==> config.mk <==
export PLATFORM = sky130hd
export DESIGN_NAME = sum_reduce_n
export DESIGN_NICKNAME = d
export VERILOG_FILES = /design/src/rtl/sum_reduce_pkg.sv /design/src/rtl/sum_reduce_step.sv /design/src/rtl/sum_reduce_n.sv
export SDC_FILE = /design/constraint.sdc
export NUM_CORES = 1
export LEC_CHECK = 0
export CAP_MARGIN = 20
export CORE_ASPECT_RATIO = 0.6
export CORE_UTILIZATION = 35
export CTS_CLUSTER_SIZE = 28
export DETAILED_ROUTE_END_ITERATION = 7
export REMOVE_ABC_BUFFERS = 1
export SETUP_SLACK_MARGIN = 0.15
export SLEW_MARGIN = 5
export SYNTH_ARGS = -nofsm -noshare
export SYNTH_HDL_FRONTEND = slang
export SYNTH_HIERARCHICAL = 1
export SYNTH_SLANG_ARGS = --single-unit
==> constraint.sdc <==
create_clock -name clk -period 4.02 [get_ports clk]
set_clock_uncertainty 0.1 [all_clocks]
set_input_delay 0.402 -clock clk [delete_from_list [all_inputs] [get_ports clk]]
set_output_delay 0.402 -clock clk [all_outputs]
set_load 0.005 [all_outputs]
==> src/rtl/sum_reduce_pkg.sv <==
// Shared types and elaboration-time helpers for the parametrised sum reducer.
package sum_reduce_pkg;

    typedef enum logic [1:0] {
        IDLE   = 2'd0,
        REDUCE = 2'd1,
        DONE   = 2'd2
    } state_e;

    // Result width that can hold the sum of n operands of w_in bits in either mode.
    function automatic int unsigned out_width(input int unsigned n, input int unsigned w_in);
        return (n <= 1) ? w_in : w_in + $clog2(n);
    endfunction

    // Number of reduction steps needed to take n live operands down to one.
    function automatic int unsigned reduce_steps(input int unsigned n, input int unsigned adders);
        int unsigned cnt;
        int unsigned steps;
        int unsigned k;
        cnt   = n;
        steps = 0;
        while (cnt > 1) begin
            k     = (cnt / 2 < adders) ? cnt / 2 : adders;
            cnt   = cnt - k;
            steps = steps + 1;
        end
        return steps;
    endfunction

endpackage

==> src/rtl/sum_reduce_step.sv <==
// One combinational reduction step: pair up to ADDERS leading operands, compact the rest.
module sum_reduce_step
    import sum_reduce_pkg::*;
#(
    parameter int unsigned N      = 7,
    parameter int unsigned W_OUT  = 13,
    parameter int unsigned ADDERS = 2
) (
    input  logic [N-1:0][W_OUT-1:0] regs_i,
    input  logic [$clog2(N+1)-1:0]  count_i,
    output logic [N-1:0][W_OUT-1:0] regs_o,
    output logic [$clog2(N+1)-1:0]  count_o
);

    localparam int unsigned CW = $clog2(N + 1);
    localparam int unsigned IW = (N > 1) ? $clog2(N) : 1;

    logic [CW-1:0] half;
    logic [CW-1:0] k;

    always_comb begin
        half = count_i >> 1;
        k    = (int'(half) > int'(ADDERS)) ? CW'(ADDERS) : half;
    end

    assign count_o = count_i - k;

    for (genvar j = 0; j < N; j++) begin : g_lane
        logic [W_OUT-1:0] pair_sum;
        logic [W_OUT-1:0] shifted;

        if (2 * j + 1 < N) begin : g_pair
            assign pair_sum = regs_i[2*j] + regs_i[2*j+1];
        end else begin : g_nopair
            assign pair_sum = '0;
        end

        // Unpaired survivors slide down by k so operand order is preserved.
        always_comb begin
            shifted = regs_i[j];
            if (j + int'(k) < int'(N)) begin
                shifted = regs_i[IW'(j + int'(k))];
            end
        end

        assign regs_o[j] = (j < int'(k)) ? pair_sum : shifted;
    end

endmodule

==> src/rtl/sum_reduce_n.sv <==
// Multi-cycle N-operand adder: load on r_enable, reduce with shared adders, hold result.
module sum_reduce_n
    import sum_reduce_pkg::*;
#(
    parameter  int unsigned N      = 7,
    parameter  int unsigned W_IN   = 10,
    parameter  int unsigned ADDERS = 2,
    localparam int unsigned W_OUT  = out_width(N, W_IN)
) (
    input  logic              clk,
    input  logic              rst,
    input  logic              r_enable,
    input  logic              signed_mode,
    input  logic [N*W_IN-1:0] init_vals,
    output logic              busy,
    output logic              w_enable,
    output logic [W_OUT-1:0]  result
);

    localparam int unsigned CW    = $clog2(N + 1);
    localparam int unsigned STEPS = reduce_steps(N, ADDERS);

    state_e                   state_q, state_d;
    logic [N-1:0][W_OUT-1:0]  regs_q, regs_d, step_regs;
    logic [CW-1:0]            count_q, count_d, step_count;
    logic                     busy_q, busy_d;
    logic                     wen_q, wen_d;
    logic [W_OUT-1:0]         result_q, result_d;
    logic [CW-1:0]            reduce_cycles_q;

    sum_reduce_step #(
        .N      (N),
        .W_OUT  (W_OUT),
        .ADDERS (ADDERS)
    ) u_step (
        .regs_i  (regs_q),
        .count_i (count_q),
        .regs_o  (step_regs),
        .count_o (step_count)
    );

    always_ff @(posedge clk or posedge rst) begin
        if (rst) begin
            state_q  <= IDLE;
            regs_q   <= '0;
            count_q  <= '0;
            busy_q   <= 1'b0;
            wen_q    <= 1'b0;
            result_q <= '0;
        end else begin
            state_q  <= state_d;
            regs_q   <= regs_d;
            count_q  <= count_d;
            busy_q   <= busy_d;
            wen_q    <= wen_d;
            result_q <= result_d;
        end
    end

    // A start always wins, aborting any reduction in flight.
    always_comb begin
        state_d  = state_q;
        regs_d   = regs_q;
        count_d  = count_q;
        busy_d   = busy_q;
        wen_d    = wen_q;
        result_d = result_q;
        if (r_enable) begin
            for (int i = 0; i < N; i++) begin
                regs_d[i] = signed_mode ? W_OUT'($signed(init_vals[i*W_IN +: W_IN]))
                                        : W_OUT'(init_vals[i*W_IN +: W_IN]);
            end
            count_d = CW'(N);
            state_d = REDUCE;
            busy_d  = 1'b1;
            wen_d   = 1'b0;
        end else begin
            case (state_q)
                REDUCE: begin
                    if (count_q > CW'(1)) begin
                        regs_d  = step_regs;
                        count_d = step_count;
                    end else begin
                        result_d = regs_q[0];
                        wen_d    = 1'b1;
                        busy_d   = 1'b0;
                        state_d  = DONE;
                    end
                end
                default: ;
            endcase
        end
    end

    assign busy     = busy_q;
    assign w_enable = wen_q;
    assign result   = result_q;

    // Edges spent in REDUCE since the last load; bounds the reduction length.
    always_ff @(posedge clk or posedge rst) begin
        if (rst) begin
            reduce_cycles_q <= '0;
        end else if (state_q == REDUCE && !r_enable) begin
            reduce_cycles_q <= reduce_cycles_q + CW'(1);
        end else begin
            reduce_cycles_q <= '0;
        end
    end

    a_reduce_bounded: assert property (@(posedge clk) disable iff (rst)
        (state_q == REDUCE) |-> (reduce_cycles_q <= CW'(STEPS)));

endmodule

Word level (Yosys, flattened, before mapping) --
Cells that the tools add are included.
Word-level totals: register bits 111, bits in latches 0, memory bits (writable) 0, ROM bits 0, input port bits 74, output and inout port bits 15, logic and storage cells 126, memories kept 0
Operators by class: $add $sub $neg 10, $mul 0, divide/modulo/power cells 0, $lt $le $gt $ge 23, equal/unequal tests 2, shift operators 0, multiplexer cells 58, bitwise gates (word level) 2, reduce and logical (&&, ||, !) cells 19
Operators by type and width (count):
- $mux 13 | 35
- $bmux 13 s3 | 7
- $mux 91 | 3
- $lt 32x4->1 const B | 6
- $add 13x13->13 | 3
- $lt 3x5->1 const B | 7
- $reduce_and 3->1 | 8
- $reduce_bool 3->1 | 7
- $add 3x3->4 const A | 3
- $lt 3x3->1 const A | 3
- $mux 3 | 3
- $add 2x3->4 const A | 2
- $mux 2 | 4
- $lt 1x3->1 const A | 2
- $lt 2x3->1 const A | 2
- $mux 1 | 6
- $add 1x3->4 const A | 1
- $reduce_and 2->1 | 2
- $reduce_bool 2->1 | 2
- $gt 3x1->1 const B | 1
- $lt 3x3->1 const B | 1
- $sub 3x3->3 | 1
- $eq 2x1->1 const B | 1
- $gt 2x2->1 const B | 1
- other kinds (2) | 3

Depth between registers and ports, before layout --
depth after elaboration 11, gate-level depth with buffers 12, gate-level depth less buffers 11

Modules after synthesis --
Netlist, hierarchy kept.
By module, submodules not included:
- sum_reduce_n | instances 1, cells each 373, area each 5604.1 um2, sequential area each 2727.6 um2
- sum_reduce_step | instances 1, cells each 592, area each 4590.7 um2, sequential area each 0.0 um2

Worst setup path after synthesis --
Ideal clock, no wire load.
path type flip-flop to flip-flop, start point register regs_q[52] (netlist name), end point register regs_q[34] (netlist name), setup time 0.125 ns, data arrival time 2.580 ns, data required time 3.795 ns, setup slack 1.214 ns, stages on the path, launching flop included 11, buffers on the path 0, period minus slack after synthesis 2.806 ns, cell sequence dfrtp_1 > ha_1 > fa_1 > a21o_1 > a21boi_2 > nor2b_1 > o22ai_2 > xnor2_1 > mux4_2 > mux2_2 > mux2_4
RTL lines:
- start, declared | RTL line sum_reduce_n.sv:24 | logic [N-1:0][W_OUT-1:0] regs_q, regs_d, step_regs;
- start signal, assigned | RTL line sum_reduce_n.sv:52 | regs_q <= regs_d;

==> flow_metrics.py <==
metrics = {
    "routing": {
        "first_pass_iters": 5,
        "drc": 0,
        "drtIter0Drc": 821,
        "num_vias": 7983,
        "ant_nets": 0,
        "post_drt_wl_per_cell_um": 21.6,
        "wl_um": 30000,
        "viasPerCell": 5.76,
    },
    "critical_path": {
        "crit_type": "reg2reg",
        "crit_path_end_kind": "register",
        "worstPathRequired_ns": 4.25,
        "critPathLaunchType": "register",
        "cp.arrival_ns": 3.46,
        "path_max_fanout": 39,
    },
    "floorplan": {
        "die_w_um": 222,
        "ios": 89,
        "die_area_um2": 29800,
        "start_util_pct": 36.3,
        "placementRows": 47,
        "die_h_um": 134,
        "core_region_area_um2": 28100,
    },
    "layout": {
        "n_antenna_cell": 0,
        "nFillCells": 2686,
        "area.sequential_um2": 2730,
        "layout_common_cells": "dfrtp_1, mux2_2, mux2_4, clkdlybuf4s50_1, o21ai_0",
        "nNetsFinal": 1133,
        "final_common_cell": "dfrtp_1",
        "drive_above_1_share_pct": 28.5,
        "multi_input_area_um2": 6900,
        "fin_cells": 1386,
        "area_delta_synth_final_pct": 13.9,
    },
    "synth": {
        "synthFlopType": "dfrtp_1",
        "synth_edf_count": 0,
        "ys_seq_area_share_pct": 26.8,
        "yosysUniqueCellTypes": 61,
        "async_reset_ff_share_pct": 100,
        "synth.avg_cell_area_um2": 10.6,
        "yosys_register_bits": 109,
        "yosys_warnings": 6,
        "syn_inst": 965,
        "syn_area_um2": 10200,
    },
    "sta": {
        "setup_ws_ns": 0.788,
        "fmax_mhz": 309,
        "setup_viol": 0,
        "finalHoldViolations": 0,
        "rsz0062_at_grt": "false",
        "final_max_slew_viol_count": 0,
        "maxSlewHeadroom_pct": 41.5,
        "min_period_ns": 3.23,
        "period_share_pct": 80.4,
        "worst_slew_pin_slew_ns": 0.878,
    },
    "grt": {
        "grt_pass1_wl_um": 46700,
        "grt_util_all_layers_pct": 20.6,
        "antenna_found_initial": 0,
        "grt_overflow_total": 0,
        "first_global_vias": 7573,
        "grt_start_max_net_pins": 110,
    },
    "clocking": {
        "clk_latency_ns": 0.39,
        "clk_path_buf_depth": 2,
        "cts_max_level": 3,
        "cts-hold-fix-buffers": 0,
        "cts_setup_buffers": 0,
        "cts_tree": "yes",
        "clock_sinks": 109,
        "clkSlewWorstSetupHoldPaths_ns": 0.08,
        "cts_resized": 0,
        "numCtsBuffers": 9,
        "cts_root_buffer": "clkbuf_16",
    },
    "job": {
        "drv_cap": 0,
    },
    "power_and_ir_drop": {
        "power_uw": 10600,
        "power_density_nw_per_um2": 913,
        "p_leak_uw": 0.00479,
        "ir_drop_v": 0.000339,
    },
    "placed_design": {
        "gp_congestion": 0.888,
        "dp_cells": 1370,
        "dp_hpwl_um": 21300,
        "pre_cts_ws_ns": 0.841,
        "port_buffers": 88,
    },
    "min_path": {
        "hp-class": "in2async",
    },
    "run_status": {
        "status": "finished clean",
    },
}
==> metrics by stage <==
| stage | area, µm² | hold slack, ns | setup TNS (ns) | utilization (%) |
|---|---|---|---|---|
| 4_1_cts | 11600 | 0.412 | 0 | 41.3 |
| 3_5_place_dp | 11300 | 0.395 | 0 | 40.2 |
| 2_1_floorplan | 9720 | 0.381 | -82.41 | - |
| 6_report | 11600 | 0.355 | 0 | 41.3 |
| 3_3_place_gp | 11300 | 0.389 | 0 | 40.2 |
| 5_1_grt | 11600 | 0.423 | 0 | 41.3 |
==> routing by layer <==
metal  part of all wire (%)  routed length (µm)  vias up  track usage [%]
li1                       -                   -     3663                -
met4                    1.2                 374        0             4.37
met1                     52               15600     3946             33.4
met3                    9.6                2870       22             6.53
met2                     37               11100      352             25.3
met5                      0                   0        -                0
==> kinds of logic (layout without fill, tap and decap cells) <==
group / after synthesis / in the layout / synth area share (%)
multiplexers: 258 / 258 / 36.3
AO/OA/AOI/OAI: 242 / 242 / 14.2
AND/OR/NAND/NOR: 175 / 175 / 8.20
flip-flops: 109 / 109 / 26.8
buffers and inverters: 102 / 156 / 5.84
adder cells (fa/ha/maj): 45 / 45 / 5.82
XOR/XNOR: 34 / 34 / 2.92
==> layout make-up <==
| class | count | area share [%] |
|---|---|---|
| Clock inverter | 6 | 0.614 |
| Sequential cell | 109 | 23.5 |
| Multi-Input combinational cell | 754 | 59.5 |
| Tap cell | 367 | 3.95 |
| Inverter | 33 | 1.09 |
| Timing Repair Buffer | 107 | 9.33 |
| Clock buffer | 10 | 2.06 |
==> worst max-delay path, stage by stage, from the launching register on <==
cell     delay [ns]
dfrtp_1        0.52
inv_1          0.20
ha_4           0.48
buf_4          0.40
and3_1         0.74
a21oi_1        0.15
o21ai_0        0.11
inv_1          0.08
o21ai_0        0.18
mux2_4         0.17
==> where the power goes <==
group / switching (µW) / leakage (µW) / total, µW / internal [µW]
clock: 474 / 0.000145 / 979 / 505
sequential: 1020 / 0.00130 / 2650 / 1630
combinational: 3230 / 0.00334 / 6970 / 3740
total: 4720 / 0.00479 / 10600 / 5880
==> final timing paths <==
check                        endpoint  cells past startpoint  slack (ns)  startpoint
setup reg to reg           regs_q[88]                      9        0.79  count_q[2]
max in group asynchronous  regs_q[27]                      3        2.83         rst
hold / removal             regs_q[72]                      3        0.36         rst
setup / recovery           regs_q[88]                      9        0.79  count_q[2]
min in group clk           count_q[0]                      1        0.41  count_q[0]
hold reg to reg            count_q[0]                      1        0.41  count_q[0]
==> flip-flops by register name (all words and copies together), names as in the netlist <==
name	cells
state_q	2
regs_q	91
result	13
count_q	3
==> Yosys cell counts, types with 9 or more instances <==
cell type,n,area (µm²)
a211oi_1,21,158
a21oi_1,68,340
a22oi_1,18,135
a31oi_1,10,62.6
and2_1,14,87.6
buf_12,9,180
buf_2,29,145
clkbuf_1,20,75.1
dfrtp_1,109,2730
ha_1,41,513
inv_1,32,120
mux2_2,105,1180
mux2_4,87,1310
mux2i_1,22,220
mux4_2,44,991
nand2_1,73,274
nand3_1,9,45.0
nor2_1,32,120
nor2b_1,17,106
nor3b_1,9,67.6
o21ai_0,85,425
xnor2_1,24,210
xor2_1,10,87.6
No activity file was read; power rests on OpenSTA's default activity.
